`src/rtl/control_sequencer_if.sv`:
```
// Control bundle between the Mini-SRC sequencer and its datapath.
// The sequencer (master) reads IR and drives every datapath strobe.
interface control_sequencer_if #(
    parameter int OP_W  = 5,
    parameter int NREGS = 16
);
    logic [31:0]      IR;
    logic [NREGS-1:0] Rin;
    logic [NREGS-1:0] Rout;
    logic             PCout, PCin, IncPC, MARin, Read, MDRin, MDRout, IRin;
    logic             Yin, Zin, Zlowout, Zhighout, HIin, LOin;
    logic [OP_W-1:0]  ALU_Control;
    logic             run;
    logic [2:0]       step;

    modport master (
        input  IR,
        output Rin, Rout, PCout, PCin, IncPC, MARin, Read, MDRin, MDRout, IRin,
        output Yin, Zin, Zlowout, Zhighout, HIin, LOin, ALU_Control, run, step
    );

    modport slave (
        output IR,
        input  Rin, Rout, PCout, PCin, IncPC, MARin, Read, MDRin, MDRout, IRin,
        input  Yin, Zin, Zlowout, Zhighout, HIin, LOin, ALU_Control, run, step
    );
endinterface

```
`src/rtl/control_sequencer.sv`:
```
// Hardwired Moore control unit for the Mini-SRC datapath: steps T0..T6
// and decodes the control strobes from the current step and IR fields.
module control_sequencer #(
    parameter int OP_W  = 5,
    parameter int NREGS = 16
) (
    input  logic clock,
    input  logic clear,
    control_sequencer_if.master bus
);
    typedef enum logic [2:0] {
        T0 = 3'd0, T1 = 3'd1, T2 = 3'd2, T3 = 3'd3,
        T4 = 3'd4, T5 = 3'd5, T6 = 3'd6, HALT = 3'd7
    } state_t;

    localparam logic [OP_W-1:0] OP_MUL  = OP_W'(5'b01110);
    localparam logic [OP_W-1:0] OP_DIV  = OP_W'(5'b01111);
    localparam logic [OP_W-1:0] OP_NEG  = OP_W'(5'b10000);
    localparam logic [OP_W-1:0] OP_NOT  = OP_W'(5'b10001);
    localparam logic [OP_W-1:0] OP_HALT = OP_W'(5'b11011);
    localparam logic [NREGS-1:0] ONE    = NREGS'(1);

    state_t state, state_nxt;

    logic [OP_W-1:0]  op;
    logic [NREGS-1:0] ra_oh, rb_oh, rc_oh;
    logic             is_alu, is_muldiv, is_unary, is_halt;
    logic             unused_ir;

    assign op        = bus.IR[31 -: OP_W];
    assign ra_oh     = ONE << bus.IR[26:23];
    assign rb_oh     = ONE << bus.IR[22:19];
    assign rc_oh     = ONE << bus.IR[18:15];
    assign unused_ir = ^bus.IR[14:0];

    // add..shl occupy one contiguous opcode range
    assign is_alu    = (op >= OP_W'(5'b00011)) && (op <= OP_W'(5'b01011));
    assign is_muldiv = (op == OP_MUL) || (op == OP_DIV);
    assign is_unary  = (op == OP_NEG) || (op == OP_NOT);
    assign is_halt   = (op == OP_HALT);

    always_ff @(posedge clock) begin
        if (clear) state <= T0;
        else       state <= state_nxt;
    end

    always_comb begin
        state_nxt = T0;
        case (state)
            T0:   state_nxt = T1;
            T1:   state_nxt = T2;
            T2:   state_nxt = T3;
            T3: begin
                if (is_alu || is_muldiv || is_unary) state_nxt = T4;
                else if (is_halt)                    state_nxt = HALT;
                else                                 state_nxt = T0;
            end
            T4:   state_nxt = (is_alu || is_muldiv) ? T5 : T0;
            T5:   state_nxt = is_muldiv ? T6 : T0;
            T6:   state_nxt = T0;
            HALT: state_nxt = HALT;
            default: state_nxt = T0;
        endcase
    end

    assign bus.step = state;
    assign bus.run  = (state != HALT);

    always_comb begin
        bus.Rin = '0;  bus.Rout = '0;  bus.ALU_Control = '0;
        bus.PCout = 1'b0; bus.PCin = 1'b0; bus.IncPC = 1'b0; bus.MARin = 1'b0;
        bus.Read = 1'b0;  bus.MDRin = 1'b0; bus.MDRout = 1'b0; bus.IRin = 1'b0;
        bus.Yin = 1'b0;   bus.Zin = 1'b0;  bus.Zlowout = 1'b0; bus.Zhighout = 1'b0;
        bus.HIin = 1'b0;  bus.LOin = 1'b0;
        // clear forces a quiet bus even mid-instruction
        if (!clear) begin
            case (state)
                T0: begin
                    bus.PCout = 1'b1; bus.MARin = 1'b1; bus.IncPC = 1'b1; bus.Zin = 1'b1;
                end
                T1: begin
                    bus.Zlowout = 1'b1; bus.PCin = 1'b1; bus.Read = 1'b1; bus.MDRin = 1'b1;
                end
                T2: begin
                    bus.MDRout = 1'b1; bus.IRin = 1'b1;
                end
                T3: begin
                    if (is_alu) begin
                        bus.Rout = rb_oh; bus.Yin = 1'b1;
                    end else if (is_muldiv) begin
                        bus.Rout = ra_oh; bus.Yin = 1'b1;
                    end else if (is_unary) begin
                        bus.Rout = rb_oh; bus.Zin = 1'b1; bus.ALU_Control = op;
                    end
                end
                T4: begin
                    if (is_alu) begin
                        bus.Rout = rc_oh; bus.Zin = 1'b1; bus.ALU_Control = op;
                    end else if (is_muldiv) begin
                        bus.Rout = rb_oh; bus.Zin = 1'b1; bus.ALU_Control = op;
                    end else if (is_unary) begin
                        bus.Zlowout = 1'b1; bus.Rin = ra_oh;
                    end
                end
                T5: begin
                    if (is_alu) begin
                        bus.Zlowout = 1'b1; bus.Rin = ra_oh;
                    end else if (is_muldiv) begin
                        bus.Zlowout = 1'b1; bus.LOin = 1'b1;
                    end
                end
                T6: begin
                    bus.Zhighout = 1'b1; bus.HIin = 1'b1;
                end
                default: ;
            endcase
        end
    end
endmodule

```
`src/flat_wrapper.sv`:
```
// flat-port wrapper written by rule: the top's interface ports become plain ports
module control_sequencer_flat 
#(
    parameter int OP_W  = 5,
    parameter int NREGS = 16
)
  (clock, clear, bus_IR, bus_Rin, bus_Rout, bus_PCout, bus_PCin, bus_IncPC, bus_MARin, bus_Read, bus_MDRin, bus_MDRout, bus_IRin, bus_Yin, bus_Zin, bus_Zlowout, bus_Zhighout, bus_HIin, bus_LOin, bus_ALU_Control, bus_run, bus_step);
  control_sequencer_if #(.OP_W(OP_W), .NREGS(NREGS)) bus_i ();
  input  logic clock;
  input  logic clear;
  input wire logic [$bits(bus_i.IR)-1:0] bus_IR;
  output wire logic [$bits(bus_i.Rin)-1:0] bus_Rin;
  output wire logic [$bits(bus_i.Rout)-1:0] bus_Rout;
  output wire logic [$bits(bus_i.PCout)-1:0] bus_PCout;
  output wire logic [$bits(bus_i.PCin)-1:0] bus_PCin;
  output wire logic [$bits(bus_i.IncPC)-1:0] bus_IncPC;
  output wire logic [$bits(bus_i.MARin)-1:0] bus_MARin;
  output wire logic [$bits(bus_i.Read)-1:0] bus_Read;
  output wire logic [$bits(bus_i.MDRin)-1:0] bus_MDRin;
  output wire logic [$bits(bus_i.MDRout)-1:0] bus_MDRout;
  output wire logic [$bits(bus_i.IRin)-1:0] bus_IRin;
  output wire logic [$bits(bus_i.Yin)-1:0] bus_Yin;
  output wire logic [$bits(bus_i.Zin)-1:0] bus_Zin;
  output wire logic [$bits(bus_i.Zlowout)-1:0] bus_Zlowout;
  output wire logic [$bits(bus_i.Zhighout)-1:0] bus_Zhighout;
  output wire logic [$bits(bus_i.HIin)-1:0] bus_HIin;
  output wire logic [$bits(bus_i.LOin)-1:0] bus_LOin;
  output wire logic [$bits(bus_i.ALU_Control)-1:0] bus_ALU_Control;
  output wire logic [$bits(bus_i.run)-1:0] bus_run;
  output wire logic [$bits(bus_i.step)-1:0] bus_step;
  assign bus_i.IR = bus_IR;
  assign bus_Rin = bus_i.Rin;
  assign bus_Rout = bus_i.Rout;
  assign bus_PCout = bus_i.PCout;
  assign bus_PCin = bus_i.PCin;
  assign bus_IncPC = bus_i.IncPC;
  assign bus_MARin = bus_i.MARin;
  assign bus_Read = bus_i.Read;
  assign bus_MDRin = bus_i.MDRin;
  assign bus_MDRout = bus_i.MDRout;
  assign bus_IRin = bus_i.IRin;
  assign bus_Yin = bus_i.Yin;
  assign bus_Zin = bus_i.Zin;
  assign bus_Zlowout = bus_i.Zlowout;
  assign bus_Zhighout = bus_i.Zhighout;
  assign bus_HIin = bus_i.HIin;
  assign bus_LOin = bus_i.LOin;
  assign bus_ALU_Control = bus_i.ALU_Control;
  assign bus_run = bus_i.run;
  assign bus_step = bus_i.step;
  control_sequencer #(.OP_W(OP_W), .NREGS(NREGS)) u_core (.clock(clock), .clear(clear), .bus(bus_i));
endmodule
```
`config.mk`:
```
export PLATFORM = sky130hd
export DESIGN_NAME = control_sequencer_flat
export DESIGN_NICKNAME = d
export VERILOG_FILES = /design/src/rtl/control_sequencer_if.sv /design/src/rtl/control_sequencer.sv /design/src/flat_wrapper.sv
export SDC_FILE = /design/constraint.sdc
export NUM_CORES = 1
export LEC_CHECK = 0
export CORE_MARGIN = 1
export CORE_UTILIZATION = 40
export DETAILED_ROUTE_END_ITERATION = 8
export PLACE_DENSITY_LB_ADDON = 0.2
export SYNTH_ARGS = -nofsm -noshare
export SYNTH_HDL_FRONTEND = slang
export SYNTH_SLANG_ARGS = --single-unit
```
`constraint.sdc`:
```
create_clock -name clock -period 5.8 [get_ports clock]
set_input_delay 0.87 -clock clock [delete_from_list [all_inputs] [get_ports clock]]
set_output_delay 0.87 -clock clock [all_outputs]
set_load 0.05 [all_outputs]
```
# Yosys cells after proc, flatten, opt, wreduce, memory -nomap -nowiden
# Index checks and enable logic that the tools add are counted.
# word_totals
inputBits	34
regBits	3
# op_classes
mux	47
reduce_logical	6
n_lt_le_gt_ge	2
shifts	3
eq_ne	13
# op_table
op	n
$mux W16	11
$pmux W16 S2	2
$shl A1 B4 Y16 const A	3
$mux W5	6
$pmux W3 S8	1
$mux W1	20
$eq A5 B5 Y1 const B	3
$eq A3 B3 Y1 const B	4
$mux W3	4
$eq A5 B4 Y1 const B	2
$pmux W5 S2	1
$eq A3 B2 Y1 const B	2
$pmux W1 S3	2
$ge A5 B2 Y1 const B	1
$le A5 B4 Y1 const B	1
$logic_or A1 B1 Y1	4
$eq A3 B1 Y1 const B	1
$logic_not A3 Y1	1
$ne A3 B3 Y1 const B	1
$logic_and A1 B1 Y1	1

# Longest topological paths before layout
# logic_depth
ltp_word	7
ltp_mapped	7
depth_no_buf	5

# Worst setup path before layout
# OpenSTA, ideal clock, no wires.
# synth_path
kind	input-to-output
start	input port clear
end	output port bus_ALU_Control[0]
required_time_ns	4.930
stages	6
arrival_ns	3.570
slack_ns	1.360
path_cell_list	clkbuf_1 > or3_1 > buf_2 > nor3_1 > a21oi_1 > nor2b_1
# synth_between
elab_chain_cells	1
# synth_rtl
element	line_no	source
from (decl)	flat_wrapper.sv:10	input logic clear;
$mux W5	control_sequencer.sv:76	if (!clear) begin
to (decl)	flat_wrapper.sv:28	output wire logic [$bits(bus_i.ALU_Control)-1:0] bus_ALU_Control;
# Every way passes these cells.

# Worst setup path in the final report
# layout_path
start	input port bus_IR[30]
end	output port bus_Rout[1]
# layout_between
elab_chain_cells	7
word_cells_on_any_way	16
cone_classes	order compare (2); eq/ne (4); mux (7); reduce/logical (3)
# layout_rtl
element	line_no	source
from (decl)	flat_wrapper.sv:11	input wire logic [$bits(bus_i.IR)-1:0] bus_IR;
$eq A5 B5 Y1	control_sequencer.sv:39	assign is_unary = (op == OP_NEG) || (op == OP_NOT);
$logic_or A1 B1 Y1	control_sequencer.sv:39	
$mux W16	control_sequencer.sv:92	end else if (is_unary) begin
$mux W16	control_sequencer.sv:90	end else if (is_muldiv) begin
$mux W16	control_sequencer.sv:88	if (is_alu) begin
$pmux W16 S2 (*)	control_sequencer.sv:77	case (state)
$mux W16 (*)	control_sequencer.sv:76	
to (decl)	flat_wrapper.sv:13	output wire logic [$bits(bus_i.Rout)-1:0] bus_Rout;
# Every way passes the cells marked *; elsewhere a longest branch is shown, timed or not.

==> reports/results.ini <==
[placed_design]
io_buffers=73
dp_hpwl_um=3450
pre_cts_ws_ps=1070
place_area_sq_um=2030
gp_congestion=0.930

[logic_synthesis]
synth_fp_nets=268
async_reset_ff_share_pct=0
synth_seq_cells=3
yosys_warnings=0
synth_area_sq_um=1400
netlist_instances=234
syn_area_per_cell_sq_um=5.97
ys_seq_area_share_pct=4.30
synth_edf_count=0
synth-main-ff-cell=dfxtp_1
synth.distinct_cells=52

[global_route]
grt_usage_pct=23.3
grt_max_degree=19
antenna_found_initial=0
grt_pass1_wl_um=6760
first_global_vias=1443
grt_overflow_total=0

[critical_path]
crit_slowest_cell=clkdlybuf4s50_1
crit_chain=clkdlybuf4s50_1 > a211oi_1 > or4b_1 > nor4b_1 > o21ai_1 > o221ai_2 > clkdlybuf4s50_1
cp-end-kind=primary output
cp_slowest_stage_delay_ps=830
worst-path-max-fanout=17
critPathRequiredTime_ps=4930
critical_path.most_common_cell=clkdlybuf4s50_1
startpoint_type=input pin
arrival_ps=3910
critPathKind=in2out

[timing]
rsz0062_at_grt=no
worst_pin_slew_ps=568
maxSlewHeadroom_pct=62.0
finalSetupViolations=0
finalHoldViolations=0
setup_tns_ps=0
worst_slack_ps=1020
post-route-period-util_pct=82.4
fin_skew_ps=1.68
period_needed_ps=4780
drv_slew=0
fmax_mhz=209

[drt]
vias=1880
drt_first_pass_iters=4
remaining_drc_errors=0
detail-route-antenna-nets=0
drt_iter0_drc=134
viasPerCell=5.75
drt_wl_total_um=4480
wl_per_cell_um=13.7

[finish]
drive_above_1_share_pct=6.41
final_design_area_no_fill_sq_um=2060
final_nets=316
final_common_cell=clkdlybuf4s50_1
largest_reg_flops=3
diodes=0
final_cell_mix=73 x clkdlybuf4s50_1, 44 x nor2_1, 28 x nand2_1
syn2layout_area_growth_pct=47.3
utilization_pct=61.7
fillers=339

[clocking]
root_buffer=clkbuf_4
cts_tree=yes
post_cts_buffers=0
cts_max_path_buffers=2
cts.htree.levels=1
clk_pin_slew_ps=40
cts_resized=0
ctsHoldBuffers=0
clkSinkCount=3
insertion_delay_ps=230
cts_inserted_buffers=3

[run_status]
status=complete, no violations

[floorplan]
rows=21
initial_core_util_pct=41.9
die_x_um=61.1
ioPinCount=89
dieArea_sq_um=3730
die_h_um=61.1
coreArea_sq_um=3340

[pwr]
leakagePower_nw=0.610
vdd_drop_max_uv=60.0
powerDensity_nw_per_um2=85.2
p_total_w=0.000175

[flow_run]
maxCapViolations=0

[hold_path]
hold_path_class=reg2reg

## per-layer routing
| metal | vias up | global-route usage, % | share of wire (%) |
|---|---|---|---|
| met5 | - | 0 | 0 |
| met4 | 0 | 3.25 | 0.34 |
| met3 | 2 | 1.26 | 5.5 |
| met2 | 79 | 36.0 | 47 |
| met1 | 847 | 36.0 | 47 |
| li1 | 952 | - | - |
## cell usage after synthesis (all sizes together) (2+ instances only)
master,instances,share of area [%]
a211oi,2,1.1
a21oi,8,3.1
a22oi,2,1.1
a31oi,2,0.90
a32oi,2,1.3
and4b,2,1.4
buf,16,7.5
clkbuf,15,4.0
dfxtp,3,4.3
inv,3,0.81
nand2,29,8.0
nand2b,8,3.6
nand3,10,3.6
nand3b,5,2.7
nand4,4,1.8
nor2,45,12
nor2b,7,3.1
nor3,12,4.3
nor3b,2,1.1
nor4,3,1.3
nor4b,3,1.9
o21ai,6,2.1
o221ai,10,8.5
o22ai,6,2.7
o32a,2,1.4
o32ai,2,1.3
or2,3,1.3
or3,5,2.2
or4b,2,1.4
## report_power, final
group,switching [W],internal [W]
sequential,0.00000573,0.0000225
clock,0.00000987,0.0000257
combinational,0.0000716,0.0000400
## through the flow
stage,cells,hold WS (ps)
after floorplan,234,901
after global placement,323,666
after detailed placement,323,680
after CTS,327,688
after global routing,327,736
final,327,678
## critical path: cells and delay by family
family,cells,cell delay [ps]
AND/OR/NAND/NOR,2,1020
AO/OA/AOI/OAI,3,350
buffers and inverters,2,1660
## logic make-up (layout without fill, tap and decap cells)
| kind of cell | after synthesis | in the layout | synth area share, % |
|---|---|---|---|
| AND/OR/NAND/NOR | 144 | 144 | 52.8 |
| AO/OA/AOI/OAI | 52 | 52 | 29.9 |
| buffers and inverters | 34 | 81 | 12.4 |
| flip-flops | 3 | 3 | 4.30 |
| XOR/XNOR | 1 | 1 | 0.627 |
## layout make-up
cell class | count | area, sq um | share of cell area [%]
multi-input combinational | 197 | 1160 | 56.6
inverter | 3 | 11.3 | 0.547
tap | 46 | 57.6 | 2.80
clock buffer | 4 | 26.3 | 1.28
sequential | 3 | 60.1 | 2.92
timing repair buffer | 74 | 738 | 35.9
## final timing paths
kind / from / endpoint / slack [ps] / cells after the start
worst max-delay path: bus_IR[30] / bus_Rout[1] / 1020 / 7
worst min-delay path: u_core.bus.step[1]$_SDFF_PP0_ / u_core.bus.step[1]$_SDFF_PP0_ / 680 / 2
worst max register to register: u_core.bus.step[2]$_SDFF_PP0_ / u_core.bus.step[1]$_SDFF_PP0_ / 4420 / 2
worst min register to register: u_core.bus.step[1]$_SDFF_PP0_ / u_core.bus.step[1]$_SDFF_PP0_ / 680 / 2
Power figures use the tool's default switching activity.
